==> config.mk <==
export PLATFORM = sky130hd
export DESIGN_NAME = field_mac_seq_flat
export DESIGN_NICKNAME = d
export VERILOG_FILES = /design/src/rtl/field_mac_seq_if.sv /design/src/rtl/field_mac_seq.sv /design/src/flat_wrapper.sv
export SDC_FILE = /design/constraint.sdc
export NUM_CORES = 1
export LEC_CHECK = 0
export CAP_MARGIN = 5
export CORE_MARGIN = 4
export CORE_UTILIZATION = 30
export CTS_CLUSTER_SIZE = 25
export DETAILED_ROUTE_END_ITERATION = 6
export DONT_BUFFER_PORTS = 1
export SYNTH_ARGS = -nofsm -noshare
export SYNTH_HDL_FRONTEND = slang
export SYNTH_SLANG_ARGS = --single-unit
==> constraint.sdc <==
create_clock -name clk -period 16.83 [get_ports clk]
set_clock_uncertainty 0.05 [all_clocks]
set_input_delay 3.366 -clock clk [delete_from_list [all_inputs] [get_ports clk]]
set_output_delay 3.366 -clock clk [all_outputs]
set_load 0.1 [all_outputs]
==> src/rtl/field_mac_seq_if.sv <==
`timescale 1ns/1ps
`default_nettype none
// +----------------------------------------------------------------------+
// | field_mac_seq_if : start/operand/result bundle for field_mac_seq      |
// | Optional in_neg member when FIELD_MAC_NEG_EN is defined.              |
// | Revision: 1.0                                                        |
// +----------------------------------------------------------------------+
`ifndef F_NBITS
`define F_NBITS 8
`endif

interface field_mac_seq_if #(
  parameter int CW = 8
);
  logic                en;
  logic [CW-1:0]       count;
  logic                in_valid;
  logic [`F_NBITS-1:0] in_a;
  logic [`F_NBITS-1:0] in_b;
`ifdef FIELD_MAC_NEG_EN
  logic                in_neg;
`endif
  logic                in_ready;
  logic                ready_pulse;
  logic                ready;
  logic [`F_NBITS-1:0] c;

`ifdef FIELD_MAC_NEG_EN
  modport master (output en, count, in_valid, in_a, in_b, in_neg,
                  input  in_ready, ready_pulse, ready, c);
  modport slave  (input  en, count, in_valid, in_a, in_b, in_neg,
                  output in_ready, ready_pulse, ready, c);
`else
  modport master (output en, count, in_valid, in_a, in_b,
                  input  in_ready, ready_pulse, ready, c);
  modport slave  (input  en, count, in_valid, in_a, in_b,
                  output in_ready, ready_pulse, ready, c);
`endif
endinterface

`default_nettype wire

==> src/rtl/field_mac_seq.sv <==
`timescale 1ns/1ps
`default_nettype none
// +----------------------------------------------------------------------+
// | field_mac_seq : sequential c = sum(a_i*b_i) mod p over operand pairs |
// | Optional FIELD_MAC_NEG_EN adds in_neg and a field_subtract unit.      |
// | Revision: 1.0                                                        |
// +----------------------------------------------------------------------+
`ifndef F_NBITS
`define F_NBITS 8
`endif
`ifndef F_PRIME
`define F_PRIME 251
`endif

// Two-cycle modular multiplier: raw product, then reduction.
module field_multiplier (
  input  wire logic                clk,
  input  wire logic                rstb,
  input  wire logic                en,
  input  wire logic [`F_NBITS-1:0] a,
  input  wire logic [`F_NBITS-1:0] b,
  output logic                     ready_pulse,
  output logic                     ready,
  output logic [`F_NBITS-1:0]      c
);
  localparam int FW = `F_NBITS;
  localparam int PW = 2 * FW;
  localparam logic [PW-1:0] c_prime = PW'(`F_PRIME);

  logic [PW-1:0] r_prod;
  logic          r_busy;
  logic          r_ready_pulse;
  logic [FW-1:0] r_c;

  always_ff @(posedge clk or negedge rstb) begin
    if (!rstb) begin
      r_prod        <= '0;
      r_busy        <= 1'b0;
      r_ready_pulse <= 1'b0;
      r_c           <= '0;
    end else begin
      r_ready_pulse <= 1'b0;
      if (r_busy) begin
        r_c           <= FW'(r_prod % c_prime);
        r_ready_pulse <= 1'b1;
        r_busy        <= 1'b0;
      end else if (en) begin
        r_prod <= PW'(a) * PW'(b);
        r_busy <= 1'b1;
      end
    end
  end

  assign ready_pulse = r_ready_pulse;
  assign ready       = ~r_busy & ~r_ready_pulse;
  assign c           = r_c;
endmodule

module field_adder (
  input  wire logic                clk,
  input  wire logic                rstb,
  input  wire logic                en,
  input  wire logic [`F_NBITS-1:0] a,
  input  wire logic [`F_NBITS-1:0] b,
  output logic                     ready_pulse,
  output logic                     ready,
  output logic [`F_NBITS-1:0]      c
);
  localparam int FW = `F_NBITS;
  localparam logic [FW:0] c_prime = (FW+1)'(`F_PRIME);

  logic [FW:0]   w_sum;
  logic          r_ready_pulse;
  logic [FW-1:0] r_c;

  assign w_sum = {1'b0, a} + {1'b0, b};

  always_ff @(posedge clk or negedge rstb) begin
    if (!rstb) begin
      r_ready_pulse <= 1'b0;
      r_c           <= '0;
    end else begin
      r_ready_pulse <= en;
      if (en) r_c <= (w_sum >= c_prime) ? FW'(w_sum - c_prime) : FW'(w_sum);
    end
  end

  assign ready_pulse = r_ready_pulse;
  assign ready       = ~r_ready_pulse;
  assign c           = r_c;
endmodule

`ifdef FIELD_MAC_NEG_EN
module field_subtract (
  input  wire logic                clk,
  input  wire logic                rstb,
  input  wire logic                en,
  input  wire logic [`F_NBITS-1:0] a,
  input  wire logic [`F_NBITS-1:0] b,
  output logic                     ready_pulse,
  output logic                     ready,
  output logic [`F_NBITS-1:0]      c
);
  localparam int FW = `F_NBITS;
  localparam logic [FW:0] c_prime = (FW+1)'(`F_PRIME);

  logic          r_ready_pulse;
  logic [FW-1:0] r_c;

  always_ff @(posedge clk or negedge rstb) begin
    if (!rstb) begin
      r_ready_pulse <= 1'b0;
      r_c           <= '0;
    end else begin
      r_ready_pulse <= en;
      if (en) r_c <= (a >= b) ? (a - b) : FW'({1'b0, a} + c_prime - {1'b0, b});
    end
  end

  assign ready_pulse = r_ready_pulse;
  assign ready       = ~r_ready_pulse;
  assign c           = r_c;
endmodule
`endif

module field_mac_seq #(
  parameter int CW = 8
) (
  input  wire logic      clk,
  input  wire logic      rstb,
  field_mac_seq_if.slave bus
);
  localparam int FW = `F_NBITS;

  typedef enum logic [2:0] {S_IDLE, S_FETCH, S_MUL, S_ADD, S_DONE} state_t;

  state_t        r_state;
  logic [CW-1:0] r_remain;
  logic [FW-1:0] r_acc, r_a, r_b, r_prod, r_c;
  logic          r_mul_en, r_add_en, r_in_ready, r_ready, r_ready_pulse;
  logic          w_mul_pulse, w_mul_ready, w_add_pulse, w_add_ready;
  logic          w_acc_pulse, w_units_idle;
  logic [FW-1:0] w_prod, w_sum, w_acc_next;

  field_multiplier u_mul (
    .clk(clk), .rstb(rstb), .en(r_mul_en), .a(r_a), .b(r_b),
    .ready_pulse(w_mul_pulse), .ready(w_mul_ready), .c(w_prod)
  );

  field_adder u_add (
    .clk(clk), .rstb(rstb), .en(r_add_en), .a(r_acc), .b(r_prod),
    .ready_pulse(w_add_pulse), .ready(w_add_ready), .c(w_sum)
  );

`ifdef FIELD_MAC_NEG_EN
  logic          r_neg, r_sub_en, w_sub_pulse, w_sub_ready;
  logic [FW-1:0] w_diff;

  field_subtract u_sub (
    .clk(clk), .rstb(rstb), .en(r_sub_en), .a(r_acc), .b(r_prod),
    .ready_pulse(w_sub_pulse), .ready(w_sub_ready), .c(w_diff)
  );

  // The term's sign decides which unit's strobe completes ADD.
  assign w_acc_pulse  = r_neg ? w_sub_pulse : w_add_pulse;
  assign w_acc_next   = r_neg ? w_diff : w_sum;
  assign w_units_idle = w_mul_ready & w_add_ready & w_sub_ready;
`else
  assign w_acc_pulse  = w_add_pulse;
  assign w_acc_next   = w_sum;
  assign w_units_idle = w_mul_ready & w_add_ready;
`endif

  always_ff @(posedge clk or negedge rstb) begin
    if (!rstb) begin
      r_state       <= S_IDLE;
      r_remain      <= '0;
      r_acc         <= '0;
      r_a           <= '0;
      r_b           <= '0;
      r_prod        <= '0;
      r_c           <= '0;
      r_mul_en      <= 1'b0;
      r_add_en      <= 1'b0;
      r_in_ready    <= 1'b0;
      r_ready       <= 1'b1;
      r_ready_pulse <= 1'b0;
`ifdef FIELD_MAC_NEG_EN
      r_neg         <= 1'b0;
      r_sub_en      <= 1'b0;
`endif
    end else begin
      r_mul_en      <= 1'b0;
      r_add_en      <= 1'b0;
      r_ready_pulse <= 1'b0;
`ifdef FIELD_MAC_NEG_EN
      r_sub_en      <= 1'b0;
`endif
      case (r_state)
        S_IDLE: begin
          // The cycle after DONE re-raises ready before a new start is taken.
          if (!r_ready) begin
            r_ready <= 1'b1;
          end else if (bus.en && w_units_idle) begin
            r_remain <= bus.count;
            r_acc    <= '0;
            r_ready  <= 1'b0;
            if (bus.count == '0) begin
              r_state <= S_DONE;
            end else begin
              r_state    <= S_FETCH;
              r_in_ready <= 1'b1;
            end
          end
        end
        S_FETCH: begin
          if (bus.in_valid && r_in_ready) begin
            r_a        <= bus.in_a;
            r_b        <= bus.in_b;
`ifdef FIELD_MAC_NEG_EN
            r_neg      <= bus.in_neg;
`endif
            r_in_ready <= 1'b0;
            r_mul_en   <= 1'b1;
            r_state    <= S_MUL;
          end
        end
        S_MUL: begin
          if (w_mul_pulse) begin
            r_prod   <= w_prod;
`ifdef FIELD_MAC_NEG_EN
            r_add_en <= ~r_neg;
            r_sub_en <= r_neg;
`else
            r_add_en <= 1'b1;
`endif
            r_state  <= S_ADD;
          end
        end
        S_ADD: begin
          if (w_acc_pulse) begin
            r_acc    <= w_acc_next;
            r_remain <= r_remain - CW'(1);
            if (r_remain == CW'(1)) begin
              r_state <= S_DONE;
            end else begin
              r_state    <= S_FETCH;
              r_in_ready <= 1'b1;
            end
          end
        end
        S_DONE: begin
          r_c           <= r_acc;
          r_ready_pulse <= 1'b1;
          r_state       <= S_IDLE;
        end
        default: r_state <= S_IDLE;
      endcase
    end
  end

  assign bus.in_ready    = r_in_ready;
  assign bus.ready_pulse = r_ready_pulse;
  assign bus.ready       = r_ready;
  assign bus.c           = r_c;
endmodule

`default_nettype wire
==> src/flat_wrapper.sv <==
// flat-port wrapper written by rule: the top's interface ports become plain ports
module field_mac_seq_flat 
#(
  parameter int CW = 8
)
  (clk, rstb, bus_en, bus_count, bus_in_valid, bus_in_a, bus_in_b, bus_in_ready, bus_ready_pulse, bus_ready, bus_c);
  field_mac_seq_if #(.CW(CW)) bus_i ();
  input  wire logic clk;
  input  wire logic rstb;
  input wire logic [$bits(bus_i.en)-1:0] bus_en;
  input wire logic [$bits(bus_i.count)-1:0] bus_count;
  input wire logic [$bits(bus_i.in_valid)-1:0] bus_in_valid;
  input wire logic [$bits(bus_i.in_a)-1:0] bus_in_a;
  input wire logic [$bits(bus_i.in_b)-1:0] bus_in_b;
  output wire logic [$bits(bus_i.in_ready)-1:0] bus_in_ready;
  output wire logic [$bits(bus_i.ready_pulse)-1:0] bus_ready_pulse;
  output wire logic [$bits(bus_i.ready)-1:0] bus_ready;
  output wire logic [$bits(bus_i.c)-1:0] bus_c;
  assign bus_i.en = bus_en;
  assign bus_i.count = bus_count;
  assign bus_i.in_valid = bus_in_valid;
  assign bus_i.in_a = bus_in_a;
  assign bus_i.in_b = bus_in_b;
  assign bus_in_ready = bus_i.in_ready;
  assign bus_ready_pulse = bus_i.ready_pulse;
  assign bus_ready = bus_i.ready;
  assign bus_c = bus_i.c;
  field_mac_seq #(.CW(CW)) u_core (.clk(clk), .rstb(rstb), .bus(bus_i));
endmodule
After elaboration in Yosys (flattened, before gate mapping)
Cells that the tools add are included.
{"block": "word_totals", "in_bits": 28, "ff_bits": 91}
{"block": "op_classes", "n_bitwise": 5, "n_reduce_logical": 12, "mux": 34, "multipliers": 1, "div": 1, "add_sub_neg": 3, "magnitude_cmp": 1, "eq_ne": 12}
{"cell": "8-bit two-way mux", "n": 7}
{"cell": "8-bit case mux with 2 select lines", "n": 2}
{"cell": "3-bit two-way mux", "n": 7}
{"cell": "16-bit by 8-bit modulo with 16-bit output (second input constant)", "n": 1}
{"cell": "8-bit by 8-bit multiplier with 16-bit output", "n": 1}
{"cell": "1-bit two-way mux", "n": 16}
{"cell": "3-bit case mux with 4 select lines", "n": 1}
{"cell": "8-bit by 8-bit adder with 9-bit output", "n": 1}
{"cell": "9-bit by 8-bit greater-or-equal comparator with 1-bit output (second input constant)", "n": 1}
{"cell": "8-bit by 1-bit == test with 1-bit output (second input constant)", "n": 1}
{"cell": "8-bit logical NOT", "n": 1}
{"cell": "2-bit != test (second input constant)", "n": 4}
{"cell": "8-bit by 1-bit subtractor with 8-bit output (second input constant)", "n": 1}
{"cell": "8-bit subtractor (second input constant)", "n": 1}
{"cell": "7-bit AND reduction", "n": 1}
{"cell": "3-bit by 2-bit == test with 1-bit output (second input constant)", "n": 2}
{"cell": "2-bit by 1-bit != test with 1-bit output (second input constant)", "n": 3}
{"cell": "2-bit AND reduction", "n": 3}
{"cell": "5-bit AND reduction", "n": 1}
{"cell": "4-bit AND reduction", "n": 1}
{"cell": "3-bit by 1-bit == test with 1-bit output (second input constant)", "n": 1}
{"cell": "3-bit == test (second input constant)", "n": 1}
{"cell": "3-bit logical NOT", "n": 1}
{"cell": "1-bit NOT", "n": 3}
{"cell": "5 further kinds", "n": 7}

Longest topological paths before layout
Gate-level depths: netlist (run 1).
{"block": "logic_depth", "word_depth": 7, "ltp_mapped": 36, "ltp_nobuf": 30}

By module
From an unflattened synthesis (run 1), not the netlist that was laid out.
{"block": "unflattened", "cells_unflattened": 1033, "area_unflattened_um2": 9421.5}
{"module": "field_multiplier", "seq_area_each_um2": 650.6, "area_each_um2": 5994.5, "n_inst": 1, "cells_per_inst": 739}
{"module": "field_mac_seq", "seq_area_each_um2": 1402.6, "area_each_um2": 2543.7, "n_inst": 1, "cells_per_inst": 197}
{"module": "field_adder", "seq_area_each_um2": 225.2, "area_each_um2": 883.3, "n_inst": 1, "cells_per_inst": 97}

Least setup slack after synthesis (run 1)
Ideal clock, no wire load.
{"block": "synth_timing", "path_type": "register -> register", "start": "reg u_core.u_mul.r_prod[14]", "end": "reg u_core.u_mul.r_c[0], in the netlist u_core.u_mul.c[0]", "path_stages_with_launch": 35, "arrival_ns": 7.662, "required_ns": 16.711, "path_slack_ns": 9.049, "setup_time_ns": 0.069, "n_path_buf": 4, "synth_period_minus_slack_ns": 7.781, "cell_sequence": "dfrtp_1 > buf_2 > and4_1 > buf_4 > a211oi_2 > a221oi_4 > a221oi_1 > o21ai_2 > nand2_2 > mux2_2 > a21oi_1 > o22a_1 > a31oi_2 > or4_4 > and2_4 > buf_6 > a41oi_2 > mux2i_1 > xnor2_2 > o31ai_4 > xor2_2 > ha_1 > nor2b_1 > nand3_1 > o311ai_0 > a311oi_2 > nand4_1 > and2_1 > clkbuf_1 > xnor2_1 > ha_1 > a211o_1 > nand4_2 > or4_1 > nand3_1"}
{"block": "synth_via", "elab_chain_cells": 1}
{"element": "start, declared", "line_no": "field_mac_seq.sv:30", "source": "logic [PW-1:0] r_prod;"}
{"element": "start signal, assigned", "line_no": "field_mac_seq.sv:48", "source": "r_prod <= PW'(a) * PW'(b);"}
{"element": "16-bit by 8-bit modulo with 16-bit output", "line_no": "field_mac_seq.sv:44", "source": "r_c <= FW'(r_prod % c_prime);"}
{"element": "end signal, assigned", "line_no": "field_mac_seq.sv:44"}
{"element": "end, declared", "line_no": "field_mac_seq.sv:33", "source": "logic [FW-1:0] r_c;"}
No other way between the ends.
A chain may end at the register's enable or synchronous reset.

Worst setup path after layout (run 1)
{"block": "layout_timing", "start": "reg u_core.u_mul.r_prod[12]", "end": "reg u_core.u_mul.r_c[0], in the netlist u_core.u_mul.c[0]"}
Same word-level chain as after synthesis.

==> run_results.csv, run 1 <==
group,metric,value,unit
grt,antenna_found_initial,0,
pwr,irDropWorstVdd,0.03858,mV
synth,syn_inst,978,
grt,grt_util_met1,17.70,%
setup_path,endpoint_kind,"flop",
layout,fin_util,32.99,%
grt,grt_util_all_layers,12.52,%
setup_path,slowest_delay,0.60,ns
layout,stdcell_area,9290,µm²
clocking,cts_made_buffers,9,
synth,synthFlopType,"dfrtp_1",
clocking,cts_max_level,3,
synth,synth_top_family_by_area,"compound AO/OA/AOI/OAI gates",
layout,drive_gt1_share,11.11,%
route,drtAntennaViolNets,0,
floorplanning,rows,61,
setup_path,worstRegToRegCells,30,
sta,period_needed,9.235,ns
hold_path,min_path_cells,2,
clocking,cts.clk_slew.worst_paths,0.08,ns
hold_path,worstHoldEndpoint,"u_core.r_acc[6]",
sta,hold_viol,0,
synth,yosysSeqAreaShare,26.30,%
synth,synth_area,8665,µm²
setup_path,crit_fanout,12,
synth,avgSynthCellArea,8.859,µm²
floorplanning,die_h,177.9,µm
grt,grt_start_max_net_pins,92,
layout,final_cells,1333,
setup_path,start_kind,"flop",
clocking,cts.repair.resized,0,
route,vias_per_cell,5.205,
grt,overflow,0,
route,drc,0,
place,hpwl,14.87,mm
synth,synthSimpleGateAreaFrac,20.33,%
synth,yosys-mux-area-fraction,6.209,%
synth,ys_ff_latch,91,
hold_path,hold_class,"flop to flop",
setup_path,r2r-end,"u_core.u_mul.c[0]",
setup_path,rrSetupSlack,7.60,ns
route,wl_per_cell,14.42,µm
sta,max_freq,108.3,MHz
sta,tightest_slew,0.9481,ns
sta,fin_crit_sh,54.87,%
setup_path,critical_path.top_delay_family,"simple AND/OR/NAND/NOR gates",
route,drtIter0Drc,447,
route,dr.pass1.iters,5,
setup_path,critPathBufInv,0,
clocking,clkLatencyLatePin,0.35,ns
clocking,cts_tree,"built",
floorplanning,io_pins,39,
clocking,hold_buffers,0,
pwr,total_power,0.0004232,W
place,numPlacedInstances,1316,
grt,grtUsageMet3,1.939,%
synth,yosys_warnings,0,
route,wl,19.22,mm
synth,synth_fa_ha_area_share,16.09,%
floorplanning,initial_core_util,30.77,%
floorplanning,die_w,177.9,µm
route,vias,6938,
layout,fin_nets,1063,
pwr,p_per_area,45.55,nW/µm²
synth,ys_async_sr_fraction,100.0,%
synth,syn_nets,1092,
run_status,status,"finished clean",
grt,grt_pass1_vias,6862,
synth,synth-xor-area-share,5.112,%
grt,grt.busiest_layer,"met2",
place,dpl-instance-area,8981,µm²
setup_path,cp_slowest_cell,"nor2_1",
grt,grt_pass1_wl,33.60,mm
setup_path,crit_type,"flop to flop",
sta,setup_tns,0,ns
clocking,post_cts_buffers,0,
synth,synth_edf_count,0,
sta,setup_violations,0,
setup_path,r2r-start,"u_core.u_mul.r_prod[12]",
hold_path,hp-start,"u_core.u_add.c[6]",
setup_path,cp_data_required_time,17.07,ns
synth,yosysUniqueCellTypes,103,
flow_run,cap_violations,0,
place,port_buffers,0,
synth,synth_compound_area_share,20.90,%
layout,areaGrowthSynthToFinish,7.220,%
setup_path,worstPathArrival,9.47,ns
layout,final_common_cell,"nand2_1",
clocking,clockBufferDepth,2,
clocking,root_buffer,"clkbuf_16",
sta,rsz0062_at_grt,"no",
place,place_congestion,0.8333,
pwr,leakagePower,4.191,nW
floorplanning,core,28160,µm²
sta,finalMaxSlewViolations,0,
grt,gr-usage-met2,20.61,%
clocking,cts_sinks,91,
setup_path,cp_num_cells,30,
layout,final_cell_mix,"nand2_1, dfrtp_1, inv_1",
sta,maxSlewHeadroom,36.31,%
floorplanning,die_area,31660,µm²
cell families (layout without fill, tap and decap cells):
| logic type | count (synthesis) | in the layout |
|---|---|---|
| AND/OR/NAND/NOR | 349 | 349 |
| adder cells (fa/ha/maj) | 90 | 90 |
| AO/OA/AOI/OAI | 242 | 242 |
| multiplexers | 47 | 47 |
| other | 0 | 1 |
| flip-flops | 91 | 91 |
| XOR/XNOR | 48 | 48 |
| buffers and inverters | 111 | 87 |
sequential cells by signal, summed over array words and instances (netlist names), 3 cells and up:
register / count
u_core.u_mul.r_prod: 16
u_core.r_b: 8
u_core.u_add.c: 8
u_core.r_remain: 8
u_core.r_acc: 8
u_core.r_prod: 8
u_core.r_state: 3
u_core.r_a: 8
u_core.bus.c: 8
u_core.u_mul.c: 8
layer usage:
metal | up-vias | wire length [µm]
met1 | 3397 | 9395
met5 | - | 0
li1 | 3423 | -
met3 | 13 | 492
met2 | 105 | 9194
met4 | 0 | 138
final cells by class:
| type | count | area [µm²] |
|---|---|---|
| Sequential cell | 91 | 2278 |
| Timing Repair Buffer | 3 | 22.52 |
| Multi-Input combinational cell | 776 | 5952 |
| Clock inverter | 7 | 81.33 |
| Inverter | 68 | 255.2 |
| Tap cell | 378 | 473.0 |
| Clock buffer | 9 | 225.2 |
| Antenna cell | 1 | 2.502 |
| Fill cell | 2949 | 18870 |
where the power goes:
group / leakage (nW) / switching, W / internal [W]
Sequential: 1.26 / 0 / 0.000218
Clock: 0.149 / 0.0000984 / 0.000106
Combinational: 2.78 / 0.000000275 / 0.000000398
how the worst max path moves through the flow:
stage	start	endpoint
CTS	u_core.u_mul.r_prod[12]	u_core.u_mul.c[0]
global route	u_core.u_mul.r_prod[7]	u_core.u_mul.c[0]
finish	u_core.u_mul.r_prod[12]	u_core.u_mul.c[0]
floorplan	u_core.u_mul.r_prod[14]	u_core.u_mul.c[0]
detailed placement	u_core.u_mul.r_prod[12]	u_core.u_mul.c[0]
global placement	u_core.u_mul.r_prod[14]	u_core.u_mul.c[0]
synth_stat cells (8+ instances only):
cell / count / share of area, %
a211oi_1: 8 / 0.69
a21o_1: 13 / 1.1
a21oi_1: 46 / 2.7
a31oi_1: 9 / 0.65
and2_1: 40 / 2.9
clkbuf_1: 31 / 1.3
dfrtp_1: 90 / 26
fa_1: 37 / 8.5
ha_1: 49 / 7.1
inv_1: 67 / 2.9
mux2_2: 36 / 4.7
mux2i_1: 8 / 0.92
nand2_1: 112 / 4.9
nand2b_1: 12 / 0.87
nand3_1: 38 / 2.2
nor2_1: 64 / 2.8
nor3_1: 22 / 1.3
nor4_1: 9 / 0.65
o211ai_1: 9 / 0.78
o21ai_0: 50 / 2.9
o21bai_1: 12 / 1.0
xnor2_1: 33 / 3.3
xor2_1: 12 / 1.2
worst min-delay path, stage by stage (launching register included):
cell	delay (ns)
dfrtp_1	0.35
nand3_1	0.06
nand2_1	0.07
metrics by stage:
step | setup WS [ns] | hold WS, ns
detailed placement | 7.721 | 0.4427
CTS | 7.688 | 0.4612
global placement | 8.091 | 0.4347
global route | 6.765 | 0.4808
floorplan | 9.049 | 0.3962
finish | 7.595 | 0.4559
No activity file was read; power rests on OpenSTA's default activity.
==> run 2: changes to the inputs <==
Settings changed: ABC_AREA from default to 1.
Clock period 16.83 ns to 8.5 ns, I/O delays scaled along.
==> run 2 against run 1 <==
  * Non-clock buffer count decreased by 1
  * Register-to-register slack worse by 5.7 ns
  * Count of clock-buffer cells in the layout up 1
  * Synthesized cell count is 21% higher
  * Global-route usage fell by 0.68 points
  * Sequential share of layout area up 0.42 points
  * Worst hold slack got worse by 0.025 ns
  * Largest power group unchanged
==> run_results.csv, run 2 <==
group,metric,value,unit
synth,synth_top_family_by_area,"simple AND/OR/NAND/NOR gates",
flow_run,cap_violations,0,
clocking,hold_buffers,0,
layout,final_common_cell,"nand2_1",
route,dr.pass1.iters,5,
synth,yosys-mux-area-fraction,1.063,%
synth,yosysUniqueCellTypes,49,
synth,synth_area,8472,µm²
setup_path,critical_path.top_delay_family,"simple AND/OR/NAND/NOR gates",
sta,rsz0062_at_grt,"no",
route,vias_per_cell,4.584,
layout,final_cell_mix,"nand2_1, inv_1, dfrtp_1",
grt,grt_util_all_layers,11.83,%
sta,setup_violations,0,
synth,synthSimpleGateAreaFrac,33.01,%
hold_path,min_path_cells,2,
setup_path,cp-startpoint,"u_core.u_mul.r_prod[14]",
floorplanning,rows,61,
synth,synth_compound_area_share,8.640,%
floorplanning,core,27860,µm²
setup_path,cp_slowest_cell,"dfrtp_1",
clocking,cts_max_level,3,
setup_path,crit_fanout,10,
floorplanning,io_pins,39,
setup_path,critPathBufInv,4,
floorplanning,die_h,176.0,µm
pwr,total_power,0.0008179,W
layout,drive_gt1_share,10.23,%
synth,yosysMostFrequentCell,"nand2_1",
synth,yosysSeqAreaShare,26.89,%
synth,synthFlopType,"dfrtp_1",
pwr,irDropWorstVdd,0.08455,mV
sta,hold_viol,0,
layout,n_fill_cell,2967,
route,drc,0,
route,drtAntennaViolNets,0,
synth,yosys_warnings,0,
layout,largest_register_ffs,16,
place,dpl-instance-area,8855,µm²
synth,avgSynthCellArea,7.155,µm²
layout,antenna_cells,0,
sta,maxSlewHeadroom,38.66,%
synth,syn_nets,1298,
grt,grt_pass1_wl,31.15,mm
clocking,clkLatencyLatePin,0.36,ns
route,vias,7110,
clocking,cts_sinks,91,
setup_path,worstPathArrival,6.85,ns
synth,synth-xor-area-share,4.032,%
synth,synth.area.top_cells,"dfrtp_1, nand2_1, fa_1",
synth,yosysTopAreaCell,"dfrtp_1",
place,numPlacedInstances,1535,
place,hpwl,13.97,mm
sta,period_needed,6.651,ns
sta,holdWs,0.4308,ns
layout,regArea,2278,µm²
clocking,cts.repair.resized,0,
grt,grt_pass1_vias,6842,
hold_path,hold_class,"flop to flop",
layout,stdcell_area,9133,µm²
synth,synth_edf_count,0,
synth,syn_inst,1184,
setup_path,r2r-end,"u_core.u_mul.c[4]",
sta,max_freq,150.3,MHz
hold_path,worstHoldEndpoint,"u_core.u_mul.c[3]",
setup_path,start_kind,"flop",
floorplanning,die_w,176.0,µm
grt,grt_start_max_net_pins,92,
place,port_buffers,0,
floorplanning,initial_core_util,30.41,%
clocking,cts_made_buffers,9,
layout,final_cells,1551,
setup_path,rrSetupSlack,1.85,ns
grt,overflow,0,
synth,synth_top_area_share,26.58,%
route,wl_per_cell,11.31,µm
clocking,root_buffer,"clkbuf_16",
sta,tightest_slew,0.9201,ns
setup_path,cp_common_cell,"nand2_1",
synth,synth_common_cells,"nand2_1, inv_1, dfrtp_1, nand3_1, nor2_1",
floorplanning,die_area,30990,µm²
clocking,post_cts_buffers,0,
setup_path,cp_data_required_time,8.70,ns
synth,synth_fa_ha_area_share,15.98,%
setup_path,endpoint_kind,"flop",
setup_path,worstRegToRegCells,50,
sta,setup_tns,0,ns
pwr,leakagePower,5.147,nW
sta,finalMaxSlewViolations,0,
grt,antenna_found_initial,0,
setup_path,slowest_delay,0.39,ns
hold_path,hp-start,"u_core.u_mul.c[3]",
route,drtIter0Drc,379,
place,place_congestion,0.8675,
clocking,cts.clk_slew.worst_paths,0.07,ns
layout,areaGrowthSynthToFinish,7.798,%
setup_path,crit_type,"flop to flop",
clocking,clockBufferDepth,2,
layout,multi_input_area,5319,µm²
synth,ys_ff_latch,91,
layout,largest_register,"u_core.u_mul.r_prod",
layout,fin_nets,1282,
run_status,status,"finished clean",
synth,ys_async_sr_fraction,100.0,%
sta,fin_crit_sh,78.25,%
clocking,cts_tree,"built",
route,wl,17.54,mm
setup_path,r2r-start,"u_core.u_mul.r_prod[14]",
pwr,p_per_area,89.56,nW/µm²
[run 2: layer usage]
metal	vias to the layer above	routed length (µm)	track usage, %
met1	3337	8298	15.59
met2	84	8439	20.07
met4	0	251	2.956
met3	22	549	2.270
met5	-	0	0
li1	3667	-	-
[run 2: worst max-delay path by stage]
stage                        endpoint  depth (start not counted)  slack, ns
detailed placement  u_core.u_mul.c[7]                         49       1.86
floorplan           u_core.u_mul.c[7]                         52       2.72
CTS                 u_core.u_mul.c[6]                         52       1.85
global route        u_core.u_mul.c[2]                         51       1.00
global placement    u_core.u_mul.c[7]                         49       2.06
finish              u_core.u_mul.c[4]                         50       1.85
[run 2: final cells by class]
| type | instances | area share, % |
|---|---|---|
| multi-input cells | 859 | 58.24 |
| well taps | 378 | 5.179 |
| repair buffers | 2 | 0.1644 |
| clock inverters | 6 | 0.5343 |
| clock buffers | 10 | 2.507 |
| flip-flops and latches | 91 | 24.95 |
| inverters | 205 | 8.426 |
[run 2: per-stage QoR]
step           setup slack (ns)  util, %
5_1_grt                   1.004    32.78
6_report                  1.849    32.78
3_3_place_gp              2.058    31.79
3_5_place_dp              1.863    31.79
4_1_cts                   1.849    32.78
2_1_floorplan             2.718        -
[run 2: worst reg2reg max path: cells and delay by family (launching register included)]
kind            cells  cell delay [ns]
flops               1             0.39
buf+inv             4             0.30
simple gates       40             4.55
compound gates      4             0.85
fa+ha+maj           2             0.37
[run 2: power by group]
part,internal [W],total (W),switching (W)
logic,0.000000861,0.00000206,0.00000120
clock network,0.000202,0.000383,0.000181
registers,0.000433,0.000433,0
[run 2: kinds of logic (layout without fill, tap and decap cells)]
family                     Yosys count  after routing
buffers and inverters              234            223
DFF                                 91             91
AOI/OAI and AO/OA                  124            124
xor gates and xnor gates            36             36
muxes                                8              8
and+or+nand+nor                    605            605
adders and majority gates           86             86
==> run 3: changes to the inputs <==
Settings changed: ABC_AREA 1 to 0.
Clock period 8.5 ns to 6.7 ns, I/O delays scaled along.
==> run 3 against run 2 <==
  * The run now ends with setup timing left
  * Setup slack got worse by 2.3 ns
  * Count of clock-buffer cells in the layout is 1 lower
  * Via count rose by 7.8%
  * Register-to-register slack worse by 2.3 ns
  * Worst hold slack better by 0.021 ns
  * Critical endpoint is now u_core.u_mul.c[1]
==> run_results.csv, run 3 (same netlist as run 1, synthesis figures left out) <==
group,metric,value,unit
setup_path,rrSetupSlack,-0.41,ns
floorplanning,die_area,31660,µm²
pwr,leakagePower,5.177,nW
setup_path,crit_fanout,7,
clocking,clkLatencyLatePin,0.35,ns
route,wl,21.79,mm
run_status,failed_checks,"setup timing",
layout,largest_register,"u_core.u_mul.r_prod",
grt,grt_pass1_wl,37.23,mm
sta,fin_crit_sh,106.2,%
pwr,irDropWorstVdd,0.1098,mV
layout,drive_gt1_share,29.88,%
setup_path,cp_slowest_cell,"dfrtp_1",
sta,setup_violations,8,
route,drc,0,
sta,fin_ws,-0.4124,ns
clocking,clockBufferDepth,2,
hold_path,hold_class,"flop to flop",
grt,grt_pass1_vias,7741,
clocking,cts_made_buffers,9,
place,hpwl,16.31,mm
sta,tightest_slew,0.9448,ns
grt,grt_util_all_layers,13.85,%
sta,rsz0062_at_grt,"yes",
route,vias,7664,
grt,overflow,0,
layout,n_fill_cell,2777,
floorplanning,core,28160,µm²
route,drtIter0Drc,330,
place,port_buffers,0,
setup_path,worstRegToRegCells,32,
clocking,cts_tree,"built",
setup_path,crit_end,"u_core.u_mul.c[1]",
clocking,cts_sinks,91,
route,vias_per_cell,5.086,
place,pre_cts_ws,-0.5326,ns
setup_path,slowest_delay,0.39,ns
sta,period_needed,7.112,ns
floorplanning,die_h,177.9,µm
sta,hold_viol,0,
clocking,root_buffer,"clkbuf_16",
layout,final_cell_mix,"buf_4, nand2_1, dfrtp_1",
setup_path,endpoint_kind,"flop",
layout,fin_nets,1237,
setup_path,start_kind,"flop",
route,dr.pass1.iters,4,
setup_path,r2r-end,"u_core.u_mul.c[1]",
sta,max_freq,140.6,MHz
grt,grt_start_max_net_pins,92,
route,wl_per_cell,14.46,µm
place,place_congestion,0.8483,
place,numPlacedInstances,1458,
floorplanning,io_pins,39,
clocking,cts.clk_slew.worst_paths,0.07,ns
route,drtAntennaViolNets,0,
floorplanning,rows,61,
pwr,p_per_area,96.36,nW/µm²
layout,final_cells,1507,
setup_path,cp-startpoint,"u_core.u_mul.r_prod[13]",
flow_run,cap_violations,0,
setup_path,crit_type,"flop to flop",
layout,final_common_cell,"buf_4",
setup_path,cp_data_required_time,6.89,ns
clocking,cts_max_level,3,
layout,regArea,2278,µm²
floorplanning,die_w,177.9,µm
layout,largest_register_ffs,16,
sta,maxSlewHeadroom,37.02,%
run_status,status,"finished with violations",
floorplanning,initial_core_util,30.77,%
layout,multi_input_area,6441,µm²
layout,fin_util,39.46,%
grt,antenna_found_initial,0,
setup_path,worstPathArrival,7.31,ns
sta,finalMaxSlewViolations,0,
layout,areaGrowthSynthToFinish,28.25,%
setup_path,r2r-start,"u_core.u_mul.r_prod[13]",
[run 3: through the flow]
| stage | area, µm² | power (W) | TNS, ns | hold WS [ns] |
|---|---|---|---|---|
| 2_1_floorplan | 8786 | 0.0005612 | -5.712 | 0.3962 |
| 3_3_place_gp | 10140 | 0.0005613 | -2.197 | 0.4302 |
| 3_5_place_dp | 10140 | 0.0005612 | -3.666 | 0.4344 |
| 4_1_cts | 10960 | 0.001081 | -1.491 | 0.4531 |
| 5_1_grt | 11110 | 0.001106 | -5.211 | 0.4707 |
| 6_report | 11110 | 0.001071 | -2.700 | 0.4515 |
[run 3: cell type report]
cell class	instances	share of cell area (%)
multi-input combinational	777	57.97
sequential	91	20.50
timing repair buffer	176	12.19
tap	378	4.256
inverter	68	2.297
clock buffer	9	2.027
clock inverter	7	0.7319
antenna	1	0.02252
[run 3: how the worst min path moves through the flow]
stage	end	start	slack (ns)	depth (start not counted)
finish	u_core.r_acc[2]	u_core.u_add.c[2]	0.45	2
global route	u_core.r_acc[5]	u_core.u_add.c[5]	0.47	2
CTS	u_core.r_acc[6]	u_core.u_add.c[6]	0.45	2
detailed placement	u_core.r_acc[6]	u_core.u_add.c[6]	0.43	2
global placement	u_core.r_acc[6]	u_core.u_add.c[6]	0.43	2
floorplan	u_core.u_add.ready_pulse	u_core.r_add_en	0.40	0
[run 3: worst max-delay path: cells and delay by family (launching register included)]
kind | cells | cell delay (ns)
xor+xnor | 3 | 0.44
buf+inv | 3 | 0.42
mux | 3 | 0.95
fa+ha+maj | 2 | 0.45
flops | 1 | 0.39
simple gates | 7 | 1.02
compound gates | 14 | 3.27
[run 3: metal layers]
layer | up-vias | routed length (µm) | GRT usage, %
met4 | 0 | 253 | 2.997
met5 | - | 0 | 0
met1 | 3743 | 10050 | 18.10
met2 | 116 | 10970 | 24.40
li1 | 3780 | - | -
met3 | 25 | 515 | 1.832
[run 3: where the power goes]
| part | switching [W] | internal (W) | leakage [nW] | total (W) |
|---|---|---|---|---|
| sequential | 0 | 0.000549 | 1.26 | 0.000549 |
| combinational | 0.000000578 | 0.000000999 | 3.77 | 0.00000158 |
| clock | 0.000253 | 0.000267 | 0.150 | 0.000520 |
| total | 0.000254 | 0.000817 | 5.18 | 0.00107 |
[run 3: timing repair]
action	CTS	global route
gates resized for setup	61	19
cloned	1	0
buffers inserted	27	8
hold buffers	0	0
setup endpoints to repair	8	8
pin swaps	43	17
